`src/rtl/toggle_pulse_gen.sv`:
```
// Push-button conditioner: two-flop synchroniser, debounce counter and a
// press / hold / repeat FSM that emits one registered T_out pulse per accepted event.
module toggle_pulse_gen #(
    parameter int DEBOUNCE_CYCLES = 1000000,
    parameter int REPEAT_DELAY    = 25000000,
    parameter int REPEAT_PERIOD   = 5000000,
    parameter int KEY_ACTIVE_LOW  = 1
) (
    input  logic       Clock,
    input  logic       Clear_b,
    input  logic       Key_in,
    input  logic       Repeat_en,
    output logic       T_out,
    output logic       Key_state,
    output logic [1:0] dbg_state
);

    localparam int DB_W    = $clog2(DEBOUNCE_CYCLES + 1);
    localparam int TMR_MAX = (REPEAT_DELAY > REPEAT_PERIOD) ? REPEAT_DELAY : REPEAT_PERIOD;
    localparam int TMR_W   = $clog2(TMR_MAX + 1);

    localparam logic             REL_LVL     = (KEY_ACTIVE_LOW != 0);
    localparam logic [DB_W-1:0]  DB_LAST     = DB_W'(DEBOUNCE_CYCLES - 1);
    localparam logic [TMR_W-1:0] DELAY_LAST  = TMR_W'(REPEAT_DELAY - 1);
    localparam logic [TMR_W-1:0] PERIOD_LAST = TMR_W'(REPEAT_PERIOD - 1);

    typedef enum logic [1:0] {
        ST_RELEASED  = 2'd0,
        ST_HELD      = 2'd1,
        ST_REPEATING = 2'd2
    } state_e;

    state_e            state_q, state_d;
    logic              sync1_q, sync1_d;
    logic              sync2_q, sync2_d;
    logic [DB_W-1:0]   db_cnt_q, db_cnt_d;
    logic              key_state_q, key_state_d;
    logic [TMR_W-1:0]  tmr_q, tmr_d;
    logic              t_out_q, t_out_d;

    logic pressed;
    logic press_evt;
    logic release_evt;
    logic tmr_hit;

    // Synchroniser and debounce: the level flips on the edge the count would reach DEBOUNCE_CYCLES
    always_comb begin
        sync1_d     = Key_in;
        sync2_d     = sync1_q;
        pressed     = REL_LVL ? ~sync2_q : sync2_q;
        db_cnt_d    = '0;
        key_state_d = key_state_q;
        if (pressed != key_state_q) begin
            if (db_cnt_q == DB_LAST) begin
                key_state_d = ~key_state_q;
            end else begin
                db_cnt_d = db_cnt_q + 1'b1;
            end
        end
        press_evt   = key_state_d & ~key_state_q;
        release_evt = ~key_state_d & key_state_q;
    end

    always_ff @(posedge Clock or negedge Clear_b) begin
        if (!Clear_b) begin
            sync1_q     <= REL_LVL;
            sync2_q     <= REL_LVL;
            db_cnt_q    <= '0;
            key_state_q <= 1'b0;
            tmr_q       <= '0;
            t_out_q     <= 1'b0;
        end else begin
            sync1_q     <= sync1_d;
            sync2_q     <= sync2_d;
            db_cnt_q    <= db_cnt_d;
            key_state_q <= key_state_d;
            tmr_q       <= tmr_d;
            t_out_q     <= t_out_d;
        end
    end

    always_ff @(posedge Clock or negedge Clear_b) begin
        if (!Clear_b) begin
            state_q <= ST_RELEASED;
        end else begin
            state_q <= state_d;
        end
    end

    // Release takes priority over a timer expiry on the same edge
    always_comb begin
        state_d = state_q;
        tmr_d   = '0;
        unique case (state_q)
            ST_RELEASED: begin
                if (press_evt) state_d = ST_HELD;
            end
            ST_HELD: begin
                if (release_evt) begin
                    state_d = ST_RELEASED;
                end else if (Repeat_en) begin
                    if (tmr_q == DELAY_LAST) state_d = ST_REPEATING;
                    else                     tmr_d   = tmr_q + 1'b1;
                end
            end
            ST_REPEATING: begin
                if (release_evt) begin
                    state_d = ST_RELEASED;
                end else if (!Repeat_en) begin
                    state_d = ST_HELD;
                end else if (tmr_q != PERIOD_LAST) begin
                    tmr_d = tmr_q + 1'b1;
                end
            end
            default: state_d = ST_RELEASED;
        endcase
    end

    always_comb begin
        tmr_hit = ((state_q == ST_HELD)      && (tmr_q == DELAY_LAST)) ||
                  ((state_q == ST_REPEATING) && (tmr_q == PERIOD_LAST));
        t_out_d = 1'b0;
        if (state_q == ST_RELEASED) begin
            t_out_d = press_evt;
        end else if (!release_evt && Repeat_en && tmr_hit) begin
            t_out_d = 1'b1;
        end
    end

    assign T_out     = t_out_q;
    assign Key_state = key_state_q;
    assign dbg_state = state_q;

endmodule

```
`config.mk`:
```
export PLATFORM = sky130hd
export DESIGN_NAME = toggle_pulse_gen
export DESIGN_NICKNAME = d
export VERILOG_FILES = /design/src/rtl/toggle_pulse_gen.sv
export SDC_FILE = /design/constraint.sdc
export NUM_CORES = 1
export LEC_CHECK = 0
export CAP_MARGIN = 20
export CORE_MARGIN = 1.5
export CORE_UTILIZATION = 50
export DETAILED_ROUTE_END_ITERATION = 8
export GPL_ROUTABILITY_DRIVEN = 0
export PLACE_DENSITY_LB_ADDON = 0.3
export SETUP_SLACK_MARGIN = 0.15
export SLEW_MARGIN = 10
export SYNTH_ARGS = -nofsm -noshare
export SYNTH_HDL_FRONTEND = slang
export SYNTH_SLANG_ARGS = --single-unit
```
`constraint.sdc`:
```
create_clock -name Clock -period 2.4 [get_ports Clock]
set_input_delay 0.48 -clock Clock [delete_from_list [all_inputs] [get_ports Clock]]
set_output_delay 0.48 -clock Clock [all_outputs]
set_load 0.01 [all_outputs]
```
==> impl_metrics.toml <==
[worst_setup_path]
crit_start = "db_cnt_q[16]$_DFF_PN0_"
r2r_slack_ps = 360
r2r_cells = 6
endpoint_kind = "flop"
start_kind = "flop"
reg2reg_from = "db_cnt_q[16]$_DFF_PN0_"
worst-setup-path-type = "flop to flop"
worst-path-max-fanout = 20
required_ps = 2580
cp.arrival_ps = 2220
worstReg2RegEnd = "db_cnt_q[6]$_DFF_PN0_"

[sta]
rsz0062_at_grt = "no"
slew_headroom_pct = 61.7
fmaxAchievable_mhz = 490
hold_viol_final = 0
min_period_ps = 2040
setup_viol_count_final = 0
timing.final.crit_share_pct = 85.0
worst-slew-pin-transition_ps = 575
tns_ps = 0
fin_skew_ps = 12.0
slew_viol_final = 0
setup_ws_ps = 359

[final_layout]
drive_gt1_share_pct = 6.67
regArea_sq_um = 1280
antennaDiodeCount = 0
syn2layout_area_growth_pct = 11.2
fillerInstances = 456
multi_input_area_sq_um = 1260
nets = 294

[synthesis]
yosys.area.top_type_share_pct = 46.7
syn-cell-area_sq_um = 2630
synth.avg_cell_area_sq_um = 9.62
synth_warnings = 0
ys_types = 36
synthCells = 273
yosys-top-cells-area = "dfrtp_1, xnor2_1, nor2_1"
ys_seq_elements = 51
synthFlopType = "dfrtp_1"
syn_nets = 283
yosysSeqAreaShare_pct = 48.7
synth_top_cells_by_count = "nor2_1, dfrtp_1, xnor2_1"
synth.most_common_cell = "nor2_1"
synth_edf_count = 0
async_flop_share_pct = 100
synth_largest_area_cell = "dfrtp_1"

[global_routing]
grt_use_total_pct = 18.0
antenna_found_initial = 0
grt_max_degree = 28
grt_overflow_total = 0
grt_pass1_vias = 1700
grt_pass1_wl_um = 7760

[placed_design]
port_buffers = 7
dp_hpwl_um = 3280
post-place-ws_ps = 299

[drt]
wl_um = 4750
drt_iter0_drc = 104
ant_nets = 0
num_vias = 1906
wl_per_cell_um = 13.4
vias_per_cell = 5.37
route.detailed.drc = 0
dr.pass1.iters = 4

[clocking]
path_clk_slew_ps = 90
root_buffer = "clkbuf_8"
cts_tree = "built"
clock_latency_ps = 300
cts.sinks = 51
clock_path_buffers = 2
cts_made_buffers = 5
htreeDepth = 2

[die]
core_area_sq_um = 5070
fp.dieW_um = 75.5
dieArea_sq_um = 5690
start_util_pct = 51.7
rows = 26
die_h_um = 75.5
ios = 8

[min_path]
hold_path_class = "input pin to asynchronous set/reset pin"

[job]
cap_viol_max_count = 0

[power]
powerDensity_nw_per_um2 = 557
irDropWorstVdd_mv = 0.274
power_mw = 1.63
p_leak_nw = 1.25

[run_status]
status = "completed"
-- timing repair --
action	in CTS	in global routing
hold buffers	0	0
endpoints found under the setup margin	0	21
setup buffers	0	1
resized for setup	0	0
-- stage by stage --
step                hold WS, ps  area [sq um]  cells  util, %
finish                      165          2920    355     57.5
global route                201          2920    355     57.5
CTS                         176          2910    354     57.4
detailed placement          355          2780    346     54.8
global placement            351          2780    346     54.8
floorplan                   184          2630    273        -
-- power breakdown --
group	leakage (nW)	switching [mW]	internal, mW
logic	0.485	0.0395	0.0209
registers	0.696	0.00866	0.870
clock network	0.0654	0.271	0.417
-- flip-flops by register name (all words and copies together), names as in the netlist --
name,count
Key_state,1
T_out,1
db_cnt_q,20
dbg_state,2
sync1_q,1
sync2_q,1
tmr_q,25
-- cell usage in the layout (no fill, tap or decap), types with 3 or more instances in the layout --
cell,instances
nand3_1,13
o21ai_0,3
xnor2_1,25
xor2_1,16
and4_1,5
nor2_1,58
inv_1,10
o31ai_1,3
and3_1,9
nand4_1,14
clkdlybuf4s50_1,6
nor4_1,3
buf_4,3
nor3_1,7
dfrtp_1,49
nand2_1,18
nor4b_1,3
ha_1,6
clkbuf_8,5
-- layout make-up --
type / count / share of cell area [%]
Tap cell: 70 / 3.00
Multi-Input combinational cell: 204 / 43.0
Inverter: 10 / 1.29
Clock buffer: 6 / 2.49
Timing Repair Buffer: 12 / 4.37
Sequential cell: 51 / 43.8
Clock inverter: 2 / 2.06
-- critical path: stages, from the launching register on --
cell,delay [ps]
dfrtp_1,420
nand2_1,90
or4_1,610
or2_2,370
o21ai_1,90
buf_4,250
nor2_1,80
-- kinds of logic (layout without fill, tap and decap cells) --
| kind of cell | Yosys count | after routing | share of synthesized area, % |
|---|---|---|---|
| flops | 51 | 51 | 48.7 |
| xor+xnor | 41 | 41 | 13.7 |
| simple gates | 141 | 141 | 26.8 |
| fa+ha+maj | 6 | 6 | 2.86 |
| mux | 1 | 1 | 0.381 |
| compound gates | 15 | 15 | 4.10 |
| buf+inv | 18 | 30 | 3.43 |
-- worst max path at each step --
stage	to
finish	db_cnt_q[6]$_DFF_PN0_
global route	db_cnt_q[6]$_DFF_PN0_
CTS	db_cnt_q[6]$_DFF_PN0_
detailed placement	db_cnt_q[15]$_DFF_PN0_
global placement	db_cnt_q[5]$_DFF_PN0_
floorplan	tmr_q[14]$_DFF_PN0_
-- per-layer routing --
metal | routed length, um | GRT usage (%)
met1 | 2360 | 24.7
met2 | 2190 | 27.5
met5 | 0 | 0
met4 | 68 | 7.94
met3 | 133 | 4.10
No activity file was read; power rests on OpenSTA's default activity.
==> patch: new RTL, same settings <==
The parameter `REPEAT_PERIOD` goes from 5000000 to 10000000.
--- a/src/rtl/toggle_pulse_gen.sv
+++ b/src/rtl/toggle_pulse_gen.sv
@@ -4,5 +4,5 @@
     parameter int DEBOUNCE_CYCLES = 1000000,
     parameter int REPEAT_DELAY    = 25000000,
-    parameter int REPEAT_PERIOD   = 5000000,
+    parameter int REPEAT_PERIOD   = 10000000,
     parameter int KEY_ACTIVE_LOW  = 1
 ) (
Check against the original RTL: no difference found for any inputs over 10 cycles, from zero or initial values; that may be too few to reach the edited logic, so the function may still have changed.
==> patch against the unedited design <==
- global-route usage fell by 0.091 points
- clock skew fell by 0.0024 ns
- critical path depth fell by 1
- design area rose by 1.4%
- power fell by 12%
- cell count rose by 2.0%
- sequential cell count did not move
- sequential share of layout area fell by 0.61 points
- wire length fell by 1.2%
- first-iteration DRC count rose by 2.9%
- setup slack improved by 0.0098 ns
- clock power fell by 25%
- maximum frequency rose by 0.48%
- synthesized area rose by 2.5%
- critical path type unchanged
==> patch: results (changes against the unedited design) <==
status completed; first-pass GRT wire length 8450 um (+8.9%); Layout Nets 301 (+2.4%); yosys warns 0 (unchanged); FF-to-FF End dbg_state[0]$_DFFE_PN0P_; Worst Path Max Fanout 4 (-80%); Synth Net Count 288 (+1.8%); Synth top cells by count nor2_1 (62), dfrtp_1 (49), xnor2_1 (21); worst r2r src tmr_q[9]$_DFF_PN0_; # port buffers 7 (unchanged); Biggest register tmr_q; Seq/Total Area, Yosys 0.475 (-0.0118); slowest cell on the critical path or4b_1; wire length per cell 13.0 um (-3.1%); vias in the first global route 1,833 (+7.8%); TritonCTS Buffers 5 (unchanged); Max VDD drop 0.267 mV (-2.3%); 1st-pass router iterations 4 (unchanged); Placement Cell Area 0.00286 mm2 (+3.0%); clk slew on worst S/H paths 0.09 ns (about the same); Leak 1.15 nW (-8.0%); Synth Flop Type dfrtp_1; Yosys cell types 39 (+8.3%); EDFF count, synth 0 (unchanged); total track usage 0.180 (-0.000913); largest net degree at the start of global routing 27 (-3.6%); Filler Cell Count 462 (+1.3%); grt ovf 0 (unchanged); Least-Margin Pin Slew 0.626 ns (+0.0506 ns); top cells by area, synth dfrtp_1 (46%), nor2_1 (8.7%), xnor2_1 (6.8%); max FFs per register 25 (unchanged); share of post-route cells with drive strength above 1 0.0856 (+0.0189); FF-to-FF path depth 5 (-1); First DRT Iteration DRCs 107 (+2.9%); Setup Buffers After CTS 0 (unchanged); HP Class input port to async pin; Net Sw Frac 0.220 (+0.0235); Worst-Skew Late Latency 0.30 ns (about the same); hpwl dp 3280 um (-0.27%); via count 1,893 (-0.68%); Slowest Stage Delay on Critical Path 0.58 ns (-0.03 ns); Top Family by Delay on Critical Path simple AND/OR/NAND/NOR gates; clk_skew 0.00965 ns (-0.00235 ns); CTS resizes 0 (unchanged)
==> patch: cell count changes in the layout (fill, tap and decap cells not counted), sizes merged, moves of 3 or more <==
cell | before | now
and3 | 9 | 2
nor2 | 58 | 63
nand3 | 13 | 17
xnor2 | 25 | 21
xor2 | 16 | 20
and2 | 1 | 4
o31ai | 3 | 0
==> patch: area by class of cell <==
cell class	instances	share of cell area
multi-input combinational	210	0.448
sequential	51	0.432
timing repair buffer	12	0.0431
tap	70	0.0296
clock buffer	6	0.0279
inverter	11	0.0139
clock inverter	2	0.00549
==> patch: cell families (layout without fill, tap and decap cells) <==
logic type	after synthesis	count (layout)	share of synthesized area
adders and majority gates	6	6	0.0279
AOI/OAI and AO/OA	16	16	0.0451
buffers and inverters	17	31	0.0312
xor gates and xnor gates	41	41	0.133
and+or+nand+nor	146	146	0.283
DFF	51	51	0.475
muxes	1	1	0.00419
==> patch: how the worst max path moves through the flow <==
| stage | start | to | slack, ns | cells after the start |
|---|---|---|---|---|
| 2_1_floorplan | tmr_q[0]$_DFF_PN0_ | tmr_q[13]$_DFF_PN0_ | 0.45 | 7 |
| 3_3_place_gp | Repeat_en | dbg_state[0]$_DFFE_PN0P_ | 0.38 | 6 |
| 3_5_place_dp | Repeat_en | dbg_state[0]$_DFFE_PN0P_ | 0.34 | 6 |
| 4_1_cts | tmr_q[6]$_DFF_PN0_ | tmr_q[17]$_DFF_PN0_ | 0.36 | 5 |
| 5_1_grt | tmr_q[0]$_DFF_PN0_ | dbg_state[0]$_DFFE_PN0P_ | 0.17 | 6 |
| 6_report | tmr_q[9]$_DFF_PN0_ | dbg_state[0]$_DFFE_PN0P_ | 0.37 | 5 |
==> patch: worst register-to-register path, delay by kind of cell (launching register included) <==
kind	cells	cell delay, ns
mux	1	0.35
flops	1	0.43
compound gates	1	0.24
simple gates	3	0.90
==> patch: through the flow <==
stage               std cells  total power [W]  setup WS (ns)  hold slack [ns]  utilization
finish                    362          0.00143          0.369            0.186        0.576
global route              362          0.00150          0.170            0.226        0.576
CTS                       362          0.00145          0.358            0.204        0.576
detailed placement        354         0.000933          0.342            0.350        0.557
global placement          354         0.000932          0.380            0.351        0.557
floorplan                 278         0.000900          0.449            0.184            -
==> patch: routing by layer <==
layer  wire (um)  up-vias  GRT usage
li1            -      971          -
met1        2390      897      0.247
met2        2140       21      0.279
met3         119        4     0.0431
met4          44        0     0.0611
met5           0        -          0
==> patch: power groups by stage <==
stage	Clock [W]	Sequential [W]	Combinational (W)
final	0.000514	0.000870	0.0000446
after global routing	0.000572	0.000871	0.0000523
after CTS	0.000535	0.000870	0.0000464
after detailed placement	0	0.000887	0.0000462
after global placement	0	0.000886	0.0000451
after floorplan	0	0.000886	0.0000143
